## config.mk

```make
export PLATFORM = sky130hd
export DESIGN_NAME = ps2_key_decoder
export DESIGN_NICKNAME = d
export VERILOG_FILES = /design/src/rtl/ps2_pkg.sv /design/src/rtl/ps2_key_decoder_rx_frame.sv /design/src/rtl/ps2_key_decoder.sv
export SDC_FILE = /design/constraint.sdc
export NUM_CORES = 1
export LEC_CHECK = 0
export CORE_MARGIN = 4
export CORE_UTILIZATION = 55
export DETAILED_ROUTE_END_ITERATION = 6
export PLACE_DENSITY = 0.8
export SETUP_SLACK_MARGIN = 0.4
export SYNTH_ARGS = -nofsm -noshare
export SYNTH_HDL_FRONTEND = slang
export SYNTH_SLANG_ARGS = --single-unit
```

## constraint.sdc

```tcl
create_clock -name clk -period 7.3 [get_ports clk]
set_input_delay 1.46 -clock clk [delete_from_list [all_inputs] [get_ports clk]]
set_output_delay 1.46 -clock clk [all_outputs]
set_load 0.02 [all_outputs]
```

## src/rtl/ps2_pkg.sv

```systemverilog
// Shared PS/2 constants, the decoded event record and the list of
// controller/status bytes that never form a key event.
package ps2_pkg;

   localparam logic [7:0] PS2_EXTEND     = 8'hE0;
   localparam logic [7:0] PS2_BREAK      = 8'hF0;
   localparam int         PS2_FRAME_BITS = 11;
   localparam int         PS2_NUM_NONKEY = 6;
   localparam logic [8*PS2_NUM_NONKEY-1:0] PS2_NONKEY_CODES =
      {8'hAA, 8'hFA, 8'hEE, 8'hFE, 8'h00, 8'hFF};

   typedef struct packed {
      logic       brk;
      logic       ext;
      logic [7:0] code;
   } ps2_evt_t;

   function automatic logic ps2_is_nonkey(input logic [7:0] b);
      logic hit;
      hit = 1'b0;
      for (int i = 0; i < PS2_NUM_NONKEY; i++) begin
         if (PS2_NONKEY_CODES[8*i +: 8] == b) hit = 1'b1;
      end
      return hit;
   endfunction

endpackage

```

## src/rtl/ps2_key_decoder_rx_frame.sv

```systemverilog
// PS/2 frame receiver: synchronises and de-glitches the bus, shifts in one
// 11-bit frame and reports a good byte, a parity error or a framing error.
module ps2_rx_frame
   import ps2_pkg::*;
#(
   parameter int FILTER_LEN     = 4,
   parameter int TIMEOUT_CYCLES = 50000
) (
   input  logic       clk,
   input  logic       rst,
   input  logic       ps2_clk,
   input  logic       ps2_data,
   output logic       byte_valid,
   output logic [7:0] byte_data,
   output logic       parity_err,
   output logic       frame_err
);

   localparam int FW = $clog2(FILTER_LEN + 1);
   localparam int TW = $clog2(TIMEOUT_CYCLES + 1);
   localparam int BW = $clog2(PS2_FRAME_BITS);
   localparam logic [BW-1:0] STOP_BIT = BW'(PS2_FRAME_BITS - 1);

   logic [1:0]    clk_sync_q, clk_sync_d;
   logic [1:0]    data_sync_q, data_sync_d;
   logic          filt_q, filt_d;
   logic [FW-1:0] flt_cnt_q, flt_cnt_d;
   logic [BW-1:0] bit_cnt_q, bit_cnt_d;
   logic [8:0]    shift_q, shift_d;
   logic [TW-1:0] to_cnt_q, to_cnt_d;
   logic          byte_valid_q, byte_valid_d;
   logic [7:0]    byte_data_q, byte_data_d;
   logic          parity_err_q, parity_err_d;
   logic          frame_err_q, frame_err_d;
   logic          fall;

   // The filtered clock only moves once FILTER_LEN samples in a row disagree with it.
   always_comb begin
      clk_sync_d  = {clk_sync_q[0], ps2_clk};
      data_sync_d = {data_sync_q[0], ps2_data};
      filt_d      = filt_q;
      flt_cnt_d   = '0;
      if (clk_sync_q[1] != filt_q) begin
         if (flt_cnt_q == FW'(FILTER_LEN - 1)) filt_d = clk_sync_q[1];
         else flt_cnt_d = flt_cnt_q + 1'b1;
      end
   end

   assign fall = filt_q & ~filt_d;

   // bit_cnt 0 is idle; 1..9 collect d0..d7 and parity; STOP_BIT checks the frame.
   always_comb begin
      bit_cnt_d    = bit_cnt_q;
      shift_d      = shift_q;
      to_cnt_d     = to_cnt_q;
      byte_valid_d = 1'b0;
      byte_data_d  = byte_data_q;
      parity_err_d = 1'b0;
      frame_err_d  = 1'b0;
      if (fall) begin
         to_cnt_d = '0;
         if (bit_cnt_q == '0) begin
            if (!data_sync_q[1]) bit_cnt_d = BW'(1);
         end else if (bit_cnt_q == STOP_BIT) begin
            bit_cnt_d = '0;
            if (!(^shift_q)) begin
               parity_err_d = 1'b1;
            end else if (!data_sync_q[1]) begin
               frame_err_d = 1'b1;
            end else begin
               byte_valid_d = 1'b1;
               byte_data_d  = shift_q[7:0];
            end
         end else begin
            shift_d   = {data_sync_q[1], shift_q[8:1]};
            bit_cnt_d = bit_cnt_q + 1'b1;
         end
      end else if (bit_cnt_q != '0) begin
         if (to_cnt_q == TW'(TIMEOUT_CYCLES - 1)) begin
            bit_cnt_d   = '0;
            to_cnt_d    = '0;
            frame_err_d = 1'b1;
         end else begin
            to_cnt_d = to_cnt_q + 1'b1;
         end
      end else begin
         to_cnt_d = '0;
      end
   end

   always_ff @(posedge clk or posedge rst) begin
      if (rst) begin
         clk_sync_q   <= 2'b11;
         data_sync_q  <= 2'b11;
         filt_q       <= 1'b1;
         flt_cnt_q    <= '0;
         bit_cnt_q    <= '0;
         shift_q      <= '0;
         to_cnt_q     <= '0;
         byte_valid_q <= 1'b0;
         byte_data_q  <= '0;
         parity_err_q <= 1'b0;
         frame_err_q  <= 1'b0;
      end else begin
         clk_sync_q   <= clk_sync_d;
         data_sync_q  <= data_sync_d;
         filt_q       <= filt_d;
         flt_cnt_q    <= flt_cnt_d;
         bit_cnt_q    <= bit_cnt_d;
         shift_q      <= shift_d;
         to_cnt_q     <= to_cnt_d;
         byte_valid_q <= byte_valid_d;
         byte_data_q  <= byte_data_d;
         parity_err_q <= parity_err_d;
         frame_err_q  <= frame_err_d;
      end
   end

   assign byte_valid = byte_valid_q;
   assign byte_data  = byte_data_q;
   assign parity_err = parity_err_q;
   assign frame_err  = frame_err_q;

endmodule

```

## src/rtl/ps2_key_decoder.sv

```systemverilog
// PS/2 keyboard decoder: turns received bytes into make/break events, tracks a
// programmable key table and queues every event in a first-word fall-through FIFO.
module ps2_key_decoder
   import ps2_pkg::*;
#(
   parameter int NUM_KEYS       = 8,
   parameter int FIFO_DEPTH     = 8,
   parameter int FILTER_LEN     = 4,
   parameter int TIMEOUT_CYCLES = 50000
) (
   input  logic                  clk,
   input  logic                  rst,
   input  logic                  ps2_clk,
   input  logic                  ps2_data,
   input  logic [NUM_KEYS*9-1:0] key_cfg,
   output logic [NUM_KEYS-1:0]   key_down,
   output logic [NUM_KEYS-1:0]   key_press,
   output logic                  evt_valid,
   output logic [9:0]            evt_data,
   input  logic                  evt_ready,
   output logic                  evt_overflow,
   input  logic                  evt_clear,
   output logic                  parity_err,
   output logic                  frame_err
);

   localparam int AW = $clog2(FIFO_DEPTH);

   logic          byte_valid;
   logic [7:0]    byte_data;
   logic          ext_q, ext_d, brk_q, brk_d;
   logic          evt_push;
   ps2_evt_t      evt_new;
   logic [NUM_KEYS-1:0] key_down_q, key_down_d, key_press_q, key_press_d;
   ps2_evt_t      mem_q [FIFO_DEPTH];
   ps2_evt_t      mem_d [FIFO_DEPTH];
   logic [AW-1:0] wr_ptr_q, wr_ptr_d, rd_ptr_q, rd_ptr_d;
   logic [AW:0]   count_q, count_d;
   logic          ovf_q, ovf_d;
   logic          pop, full, do_push;

   ps2_rx_frame #(
      .FILTER_LEN    (FILTER_LEN),
      .TIMEOUT_CYCLES(TIMEOUT_CYCLES)
   ) u_rx (
      .clk       (clk),
      .rst       (rst),
      .ps2_clk   (ps2_clk),
      .ps2_data  (ps2_data),
      .byte_valid(byte_valid),
      .byte_data (byte_data),
      .parity_err(parity_err),
      .frame_err (frame_err)
   );

   // Prefix bytes accumulate; any completed, discarded or broken frame clears them.
   always_comb begin
      ext_d    = ext_q;
      brk_d    = brk_q;
      evt_push = 1'b0;
      evt_new  = '{brk: brk_q, ext: ext_q, code: byte_data};
      if (parity_err || frame_err) begin
         ext_d = 1'b0;
         brk_d = 1'b0;
      end else if (byte_valid) begin
         if (byte_data == PS2_EXTEND) begin
            ext_d = 1'b1;
         end else if (byte_data == PS2_BREAK) begin
            brk_d = 1'b1;
         end else begin
            ext_d    = 1'b0;
            brk_d    = 1'b0;
            evt_push = !ps2_is_nonkey(byte_data);
         end
      end
   end

   always_comb begin
      key_down_d  = key_down_q;
      key_press_d = '0;
      if (evt_push) begin
         for (int i = 0; i < NUM_KEYS; i++) begin
            if (key_cfg[9*i +: 9] == {evt_new.ext, evt_new.code}) begin
               key_down_d[i]  = !evt_new.brk;
               key_press_d[i] = !evt_new.brk && !key_down_q[i];
            end
         end
      end
   end

   // A pop frees a slot in the same cycle, so a full FIFO still accepts a push then.
   always_comb begin
      pop      = (count_q != '0) && evt_ready;
      full     = (count_q == (AW+1)'(FIFO_DEPTH));
      do_push  = evt_push && (!full || pop);
      mem_d    = mem_q;
      wr_ptr_d = wr_ptr_q;
      rd_ptr_d = rd_ptr_q;
      count_d  = count_q;
      if (do_push) begin
         mem_d[wr_ptr_q] = evt_new;
         wr_ptr_d        = wr_ptr_q + 1'b1;
      end
      if (pop) rd_ptr_d = rd_ptr_q + 1'b1;
      case ({do_push, pop})
         2'b10:   count_d = count_q + 1'b1;
         2'b01:   count_d = count_q - 1'b1;
         default: count_d = count_q;
      endcase
      ovf_d = ovf_q;
      if (evt_clear) ovf_d = 1'b0;
      else if (evt_push && full && !pop) ovf_d = 1'b1;
   end

   always_ff @(posedge clk or posedge rst) begin
      if (rst) begin
         ext_q       <= 1'b0;
         brk_q       <= 1'b0;
         key_down_q  <= '0;
         key_press_q <= '0;
         wr_ptr_q    <= '0;
         rd_ptr_q    <= '0;
         count_q     <= '0;
         ovf_q       <= 1'b0;
         for (int i = 0; i < FIFO_DEPTH; i++) mem_q[i] <= '0;
      end else begin
         ext_q       <= ext_d;
         brk_q       <= brk_d;
         key_down_q  <= key_down_d;
         key_press_q <= key_press_d;
         wr_ptr_q    <= wr_ptr_d;
         rd_ptr_q    <= rd_ptr_d;
         count_q     <= count_d;
         ovf_q       <= ovf_d;
         mem_q       <= mem_d;
      end
   end

   assign key_down     = key_down_q;
   assign key_press    = key_press_q;
   assign evt_valid    = (count_q != '0);
   assign evt_data     = mem_q[rd_ptr_q];
   assign evt_overflow = ovf_q;

endmodule

```

==> key figures <==
Status
  • Status: complete, no violations

Timing
  • Setup tns final: 0 ns
  • Final min period: 4.201 ns
  • RSZ-0062 raised after global routing: false
  • Fin. Hold Viols: 0
  • Slew headroom: 0.2153
  • Fin crit share: 0.5754
  • Worst slew pin tran: 1.167 ns
  • Max Freq: 238.1 MHz
  • Final slew viol count: 0
  • Final setup fails: 0
  • Worst Clk Skew: 0.007419 ns

Clock tree
  • Reg clk slew, reported paths: 0.06 ns
  • TritonCTS clock tree: yes
  • CTS sink count: 157
  • CTS resizes: 0
  • H-tree Lvls: 4
  • Cts hold-fix bufs: 0
  • Clock latency on the worst-skew pair: 0.42 ns
  • Clk buf depth: 2
  • Post-CTS setup buffers: 0
  • Inserted Clock Buffers: 17
  • CTS root buf: clkbuf_16

Setup path
  • Max FO, Critical Path: 12
  • Endpoint type of the worst setup path: flip-flop
  • CP most frequent cell: xor2_1
  • WS Path Type: primary input to flip-flop
  • Req. time, crit path: 7.60 ns
  • Crit-path cells: clkdlybuf4s50_1, nand2b_1, nor4_1, nor4_2, inv_1, ha_1, xor2_1, ha_1, a21oi_1, xor2_1, nor2_1, xor2_1
  • Worst Setup Start Kind: primary input
  • CP arrival: 4.50 ns
  • CP max stage cell: nor4_2
  • Largest stage delay, worst path: 1.01 ns

Power
  • Power, Total: 2.221 mW
  • Share of power burned in registers: 0.444
  • Power Dens Cells: 227.7 nW/µm²
  • Leak pwr: 4.405 nW
  • VDD IR max: 0.2172 mV
  • Clock power frac: 0.419
  • P_int: 1.658 mW
  • Sw frac: 0.2532
  • Net switching power: 0.5622 mW
  • Logic pwr share: 0.137

GRT
  • Largest net degree at the start of global routing: 89
  • Initial antenna violation count: 0
  • First-pass GRT wire length: 30210 µm
  • Vias in the first global route: 5757
  • GRT Overall Usage: 0.2348
  • GR Overflow Total: 0

Yosys
  • Top FF cell, synth: dfrtp_1
  • Post-synth top area share: 0.4779
  • Cell taking the most area after synthesis: dfrtp_1
  • YS warnings: 0
  • FFs w/ async S/R, synth: 1.000
  • Top cells by area, synth: dfrtp_1 48%, mux2_2 13%, xnor2_1 7.0%
  • Post-Synthesis Cells: 622
  • Syn avg cell area: 12.80 µm²
  • Post-synthesis sequential area ratio: 0.4944
  • Post-synth top cells: 152 x dfrtp_1, 90 x mux2_2, 64 x xnor2_1, 38 x xor2_1, 29 x nor2_1
  • Post-synthesis register bit count: 157
  • Syn_nets: 710
  • Number of synthesized flops with an enable pin: 0
  • Cell with the most instances after synthesis: dfrtp_1
  • Mapped Area: 7959 µm²
  • Yosys cell types: 49

Floorplan
  • DIE HEIGHT: 128.3 µm
  • Die width: 128.3 µm
  • Initial Util: 0.5668
  • Die footprint: 16460 µm²
  • # IOs: 108
  • Std-Cell Rows: 43
  • Area of the core: 14040 µm²

Finish
  • Ant diodes: 0
  • Synthesis-to-finish area growth: 22.56%
  • Finished Cell Area: 9754 µm²
  • Layout cell share with drive strength beyond 1: 0.2338
  • Final nets: 803

Worst hold path
  • Hold crit path type: flip-flop to flip-flop

Route
  • Vias/cell: 5.873
  • Vias post-DR: 5327
  • WL final: 18320 µm
  • Initial DRC count: 340
  • DRC viols: 0
  • Antenna viol nets, final: 0
  • 1st-pass router iterations: 4
  • Avg WL per Cell: 20.20 µm

Flow run
  • Max-cap viol count: 0

Placed design
  • Number of port buffers: 107
  • Post-detail-place hpwl: 12100 µm
  • Cell Area, Placed: 9125 µm²
  • RePlAce Congestion: 0.8993
[cells in the final DEF, fill, tap and decap left out, drive strengths merged, types with 2 or more instances in the layout]
cell type	n
nor3b	5
nand2b	3
mux2	110
inv	19
xor2	38
nor3	13
nand4	21
ha	10
nor2	29
and4	2
or2	2
o21ai	7
buf	3
nor2b	2
bufinv	4
and4b	3
mux2i	8
dfstp	5
nand2	13
clkinv	6
clkbuf	19
clkdlybuf4s50	107
nor4	10
dfrtp	152
and3	4
mux4	20
a21oi	8
nand3	18
or4	2
xnor2	64
nand3b	5
nor4bb	3
[sequential cells by signal (all words and copies together), names as in the netlist, 2 cells and up]
register	count
key_press	8
rd_ptr_q	3
count_q	4
u_rx.to_cnt_q	16
u_rx.flt_cnt_q	3
mem_q	80
u_rx.shift_q	9
u_rx.clk_sync_q	2
u_rx.bit_cnt_q	4
key_down	8
u_rx.data_sync_q	2
u_rx.byte_data	8
wr_ptr_q	3
[power groups by stage]
stage          combinational, mW  sequential [mW]  clock [mW]
5_1_grt                    0.333            0.993       0.989
6_report                   0.304            0.986       0.931
3_3_place_gp               0.294            0.997           0
3_5_place_dp               0.306             1.00           0
4_1_cts                    0.309            0.985       0.947
2_1_floorplan              0.244            0.952           0
[metal layers]
metal	up-vias	track usage	wire length, µm
li1	2388	-	-
met1	2729	0.2910	7292
met2	168	0.4079	9473
met3	42	0.04542	1108
met4	0	0.08677	446
met5	-	0	0
[path summary, 6_finish.rpt]
path,to,slack [ns],startpoint,cells past startpoint
max,count_q[2],3.10,evt_ready,12
max reg2reg,count_q[2],3.39,u_rx.byte_data[1],11
min in group asynchronous,u_rx.to_cnt_q[9],1.58,rst,2
max in group asynchronous,mem_q[76],4.36,rst,3
min,u_rx.data_sync_q[1],0.36,u_rx.data_sync_q[0],0
min reg2reg,u_rx.data_sync_q[1],0.36,u_rx.data_sync_q[0],0
[cells by family after synthesis]
logic type               count (synthesis)  synth area share
multiplexers                           138            0.2270
adder cells (fa/ha/maj)                 10           0.01572
flip-flops                             157            0.4944
XOR/XNOR                               103            0.1151
AND/OR/NAND/NOR                        138           0.09873
buffers and inverters                   53           0.02861
AO/OA/AOI/OAI                           23           0.02044
[per-stage QoR]
| step | util | worst slack (ns) | hold WS [ns] | cells |
|---|---|---|---|---|
| 6_report | 0.6946 | 3.099 | 0.3567 | 907 |
| 5_1_grt | 0.6946 | 2.901 | 0.3648 | 907 |
| 4_1_cts | 0.6946 | 3.102 | 0.3567 | 907 |
| 3_5_place_dp | 0.6498 | 2.749 | 0.3479 | 876 |
| 3_3_place_gp | 0.6498 | 2.873 | 0.3462 | 876 |
| 2_1_floorplan | - | 1.613 | 0.3452 | 622 |
[final cells by class]
cell class / instances / area, µm²
Multi-Input combinational cell: 412 / 3802
Timing Repair Buffer: 110 / 1094
Sequential cell: 157 / 3935
Fill cell: 950 / 4288
Clock buffer: 19 / 442.9
Clock inverter: 12 / 186.4
Tap cell: 180 / 225.2
Inverter: 17 / 68.82
[worst max-delay path: cells and delay by family]
family | cells | cell delay [ns]
compound gates | 1 | 0.14
xor+xnor | 3 | 0.48
fa+ha+maj | 2 | 0.51
buf+inv | 2 | 0.65
simple gates | 4 | 1.25
Power figures use the tool's default switching activity.
==> patch: new RTL, config.mk and constraints unchanged <==
Take the reset off `shift_q` and `byte_data_q` and load them in a clocked block of their own.
--- a/src/rtl/ps2_key_decoder_rx_frame.sv
+++ b/src/rtl/ps2_key_decoder_rx_frame.sv
@@ -95,10 +95,8 @@
          filt_q       <= 1'b1;
          flt_cnt_q    <= '0;
          bit_cnt_q    <= '0;
-         shift_q      <= '0;
          to_cnt_q     <= '0;
          byte_valid_q <= 1'b0;
-         byte_data_q  <= '0;
          parity_err_q <= 1'b0;
          frame_err_q  <= 1'b0;
       end else begin
@@ -107,13 +105,16 @@
          filt_q       <= filt_d;
          flt_cnt_q    <= flt_cnt_d;
          bit_cnt_q    <= bit_cnt_d;
-         shift_q      <= shift_d;
          to_cnt_q     <= to_cnt_d;
          byte_valid_q <= byte_valid_d;
-         byte_data_q  <= byte_data_d;
          parity_err_q <= parity_err_d;
          frame_err_q  <= frame_err_d;
       end
+   end
+
+   always_ff @(posedge clk) begin
+      shift_q     <= shift_d;
+      byte_data_q <= byte_data_d;
    end
 
    assign byte_valid = byte_valid_q;
Check against the original RTL: same outputs for any inputs over 10 cycles, from zero or initial values and one cycle with rst high; that may be too few to reach the edited logic, so the function may still have changed.
==> patch against the original RTL <==
- register-to-register slack better by 50 ps
- wire length is 0.23% lower
- sequential cell count stayed put
- sequential share of layout area is 0.88 points higher
- setup slack better by 29 ps
- synthesized area is 0.64% higher
- count of clock-buffer cells in the layout is 1 higher
- first-iteration DRC count is 5.6% lower
- cell area hardly changed
- die area is 0.60% higher
- cell count is 1.5% lower
- largest cell class unchanged
Power is not compared: it rests on default switching activity, and its combinational part moved more than twofold at a synthesized area within 25%.
==> patch: results <==
<?xml version="1.0" encoding="UTF-8"?>
<metrics>
  <group name="worst_setup_path">
    <metric name="critical_path.max_fanout" unit="">18</metric>
    <metric name="cp_data_arrival_time" unit="ps">2710</metric>
    <metric name="timing.critical_path.slowest_cell_delay" unit="ps">560</metric>
    <metric name="timing.critical_path.slowest_stage_cell" unit="">sky130_fd_sc_hd__mux4_2</metric>
  </group>
  <group name="drt">
    <metric name="avgRoutedWirePerCell" unit="um">20.5</metric>
    <metric name="drtPass1Iterations" unit="">4</metric>
    <metric name="drt_iter0_markers" unit="">321</metric>
    <metric name="route.detailed.vias_per_inst" unit="">5.75</metric>
  </group>
  <group name="logic_synthesis">
    <metric name="synth.top_cells.by_area" unit="">sky130_fd_sc_hd__dfrtp_1 (42%), sky130_fd_sc_hd__mux2_2 (9.8%), sky130_fd_sc_hd__xnor2_1 (7.3%), sky130_fd_sc_hd__edfxtp_1 (6.4%), sky130_fd_sc_hd__mux4_2 (5.6%)</metric>
    <metric name="ys_types" unit="">55</metric>
    <metric name="synth.net_count" unit="">697</metric>
    <metric name="synth.yosys.seq_area_share" unit="%">50.2</metric>
    <metric name="fraction_of_registers_with_async_set_reset" unit="%">89.2</metric>
    <metric name="post_synth_edffs" unit="">17</metric>
    <metric name="synth-main-ff-cell" unit="">sky130_fd_sc_hd__dfrtp_1</metric>
    <metric name="synth.top_cells.by_count" unit="">sky130_fd_sc_hd__dfrtp_1 (135), sky130_fd_sc_hd__mux2_2 (70), sky130_fd_sc_hd__xnor2_1 (67)</metric>
  </group>
  <group name="clock_network">
    <metric name="clk-insertion-delay-late" unit="ps">430</metric>
  </group>
  <group name="sta">
    <metric name="finalClockSkew" unit="ps">16.8</metric>
    <metric name="actual_transition_at_the_worst_max_transition_pin" unit="ps">979</metric>
  </group>
  <group name="final_layout">
    <metric name="design.final.nets" unit="">788</metric>
    <metric name="final_layout_size_suffix_gt1_share" unit="%">21.9</metric>
  </group>
  <group name="global_route">
    <metric name="grt_pass1_wl" unit="mm">29.5</metric>
    <metric name="via_count_of_the_first_global_routing_pass" unit="">5510</metric>
    <metric name="grt_use_total" unit="%">23.2</metric>
    <metric name="grt_max_degree" unit="">96</metric>
  </group>
  <group name="placed_design">
    <metric name="place_ws" unit="ps">3470</metric>
    <metric name="dpl-instance-area" unit="um^2">9110</metric>
    <metric name="hpwl" unit="mm">12.2</metric>
    <metric name="final_weighted_congestion_in_routability_driven_placement" unit="">0.798</metric>
  </group>
  <group name="outcome">
    <metric name="outcome" unit="">completed</metric>
  </group>
</metrics>
patch: changes by cell type after synthesis, moves of 5 or more:
cell,before,now
sky130_fd_sc_hd__mux2_1,10,4
sky130_fd_sc_hd__xor2_1,38,33
sky130_fd_sc_hd__edfxtp_1,0,17
sky130_fd_sc_hd__and3_1,4,9
sky130_fd_sc_hd__mux2_4,10,20
sky130_fd_sc_hd__buf_2,11,4
sky130_fd_sc_hd__mux2_2,90,70
sky130_fd_sc_hd__buf_4,0,5
sky130_fd_sc_hd__buf_6,2,7
sky130_fd_sc_hd__dfrtp_1,152,135
patch: critical path: cells and delay by family (launching register included):
family                 cells  cell delay, ps
muxes                      2             860
buffers and inverters      2             940
DFF                        1             480
patch: stage by stage:
step	hold slack, ps	total power, W	std cells
6_report	355	0.00200	893
5_1_grt	358	0.00207	893
3_5_place_dp	347	0.00106	861
3_3_place_gp	347	0.00105	861
2_1_floorplan	345	0.000998	609
4_1_cts	356	0.00201	893
patch: power by group through the flow:
stage,Sequential [W],Clock [W],Combinational (W)
floorplan,0.000924,0,0.0000741
global placement,0.000925,0,0.000129
detailed placement,0.000927,0,0.000136
CTS,0.000911,0.000965,0.000137
global route,0.000912,0.00101,0.000151
finish,0.000910,0.000958,0.000135
patch: worst paths after layout:
check                               startpoint                  end  slack, ps  cells after the start
min reg2reg                u_rx.data_sync_q[0]  u_rx.data_sync_q[1]        360                      0
max in group asynchronous                  rst            mem_q[57]       4590                      3
max                                rd_ptr_q[0]          evt_data[9]       3130                      4
max reg2reg                  u_rx.byte_data[4]           count_q[2]       3440                     11
min                        u_rx.data_sync_q[0]  u_rx.data_sync_q[1]        360                      0
min in group asynchronous                  rst    u_rx.to_cnt_q[10]       1590                      2
patch: layout make-up:
cell class,count,area [um^2]
sequential,157,4020
multi-input combinational,398,3710
fill,976,4340
clock buffer,20,458
tap,180,225
inverter,17,68.8
clock inverter,12,184
timing repair buffer,109,1090
patch: logic make-up (layout without fill, tap and decap cells):
logic type | count (synthesis) | after routing | synth area share, %
mux | 122 | 122 | 20.8
xor+xnor | 101 | 101 | 11.2
fa+ha+maj | 10 | 10 | 1.56
simple gates | 139 | 139 | 10.8
compound gates | 26 | 26 | 2.02
buf+inv | 54 | 158 | 3.48
flops | 157 | 157 | 50.2
patch: layer usage:
layer / track usage [%] / routed length [um]
met1: 30.4 / 7850
met2: 39.4 / 9460
met3: 5.73 / 785
met4: 5.06 / 181
met5: 0 / 0
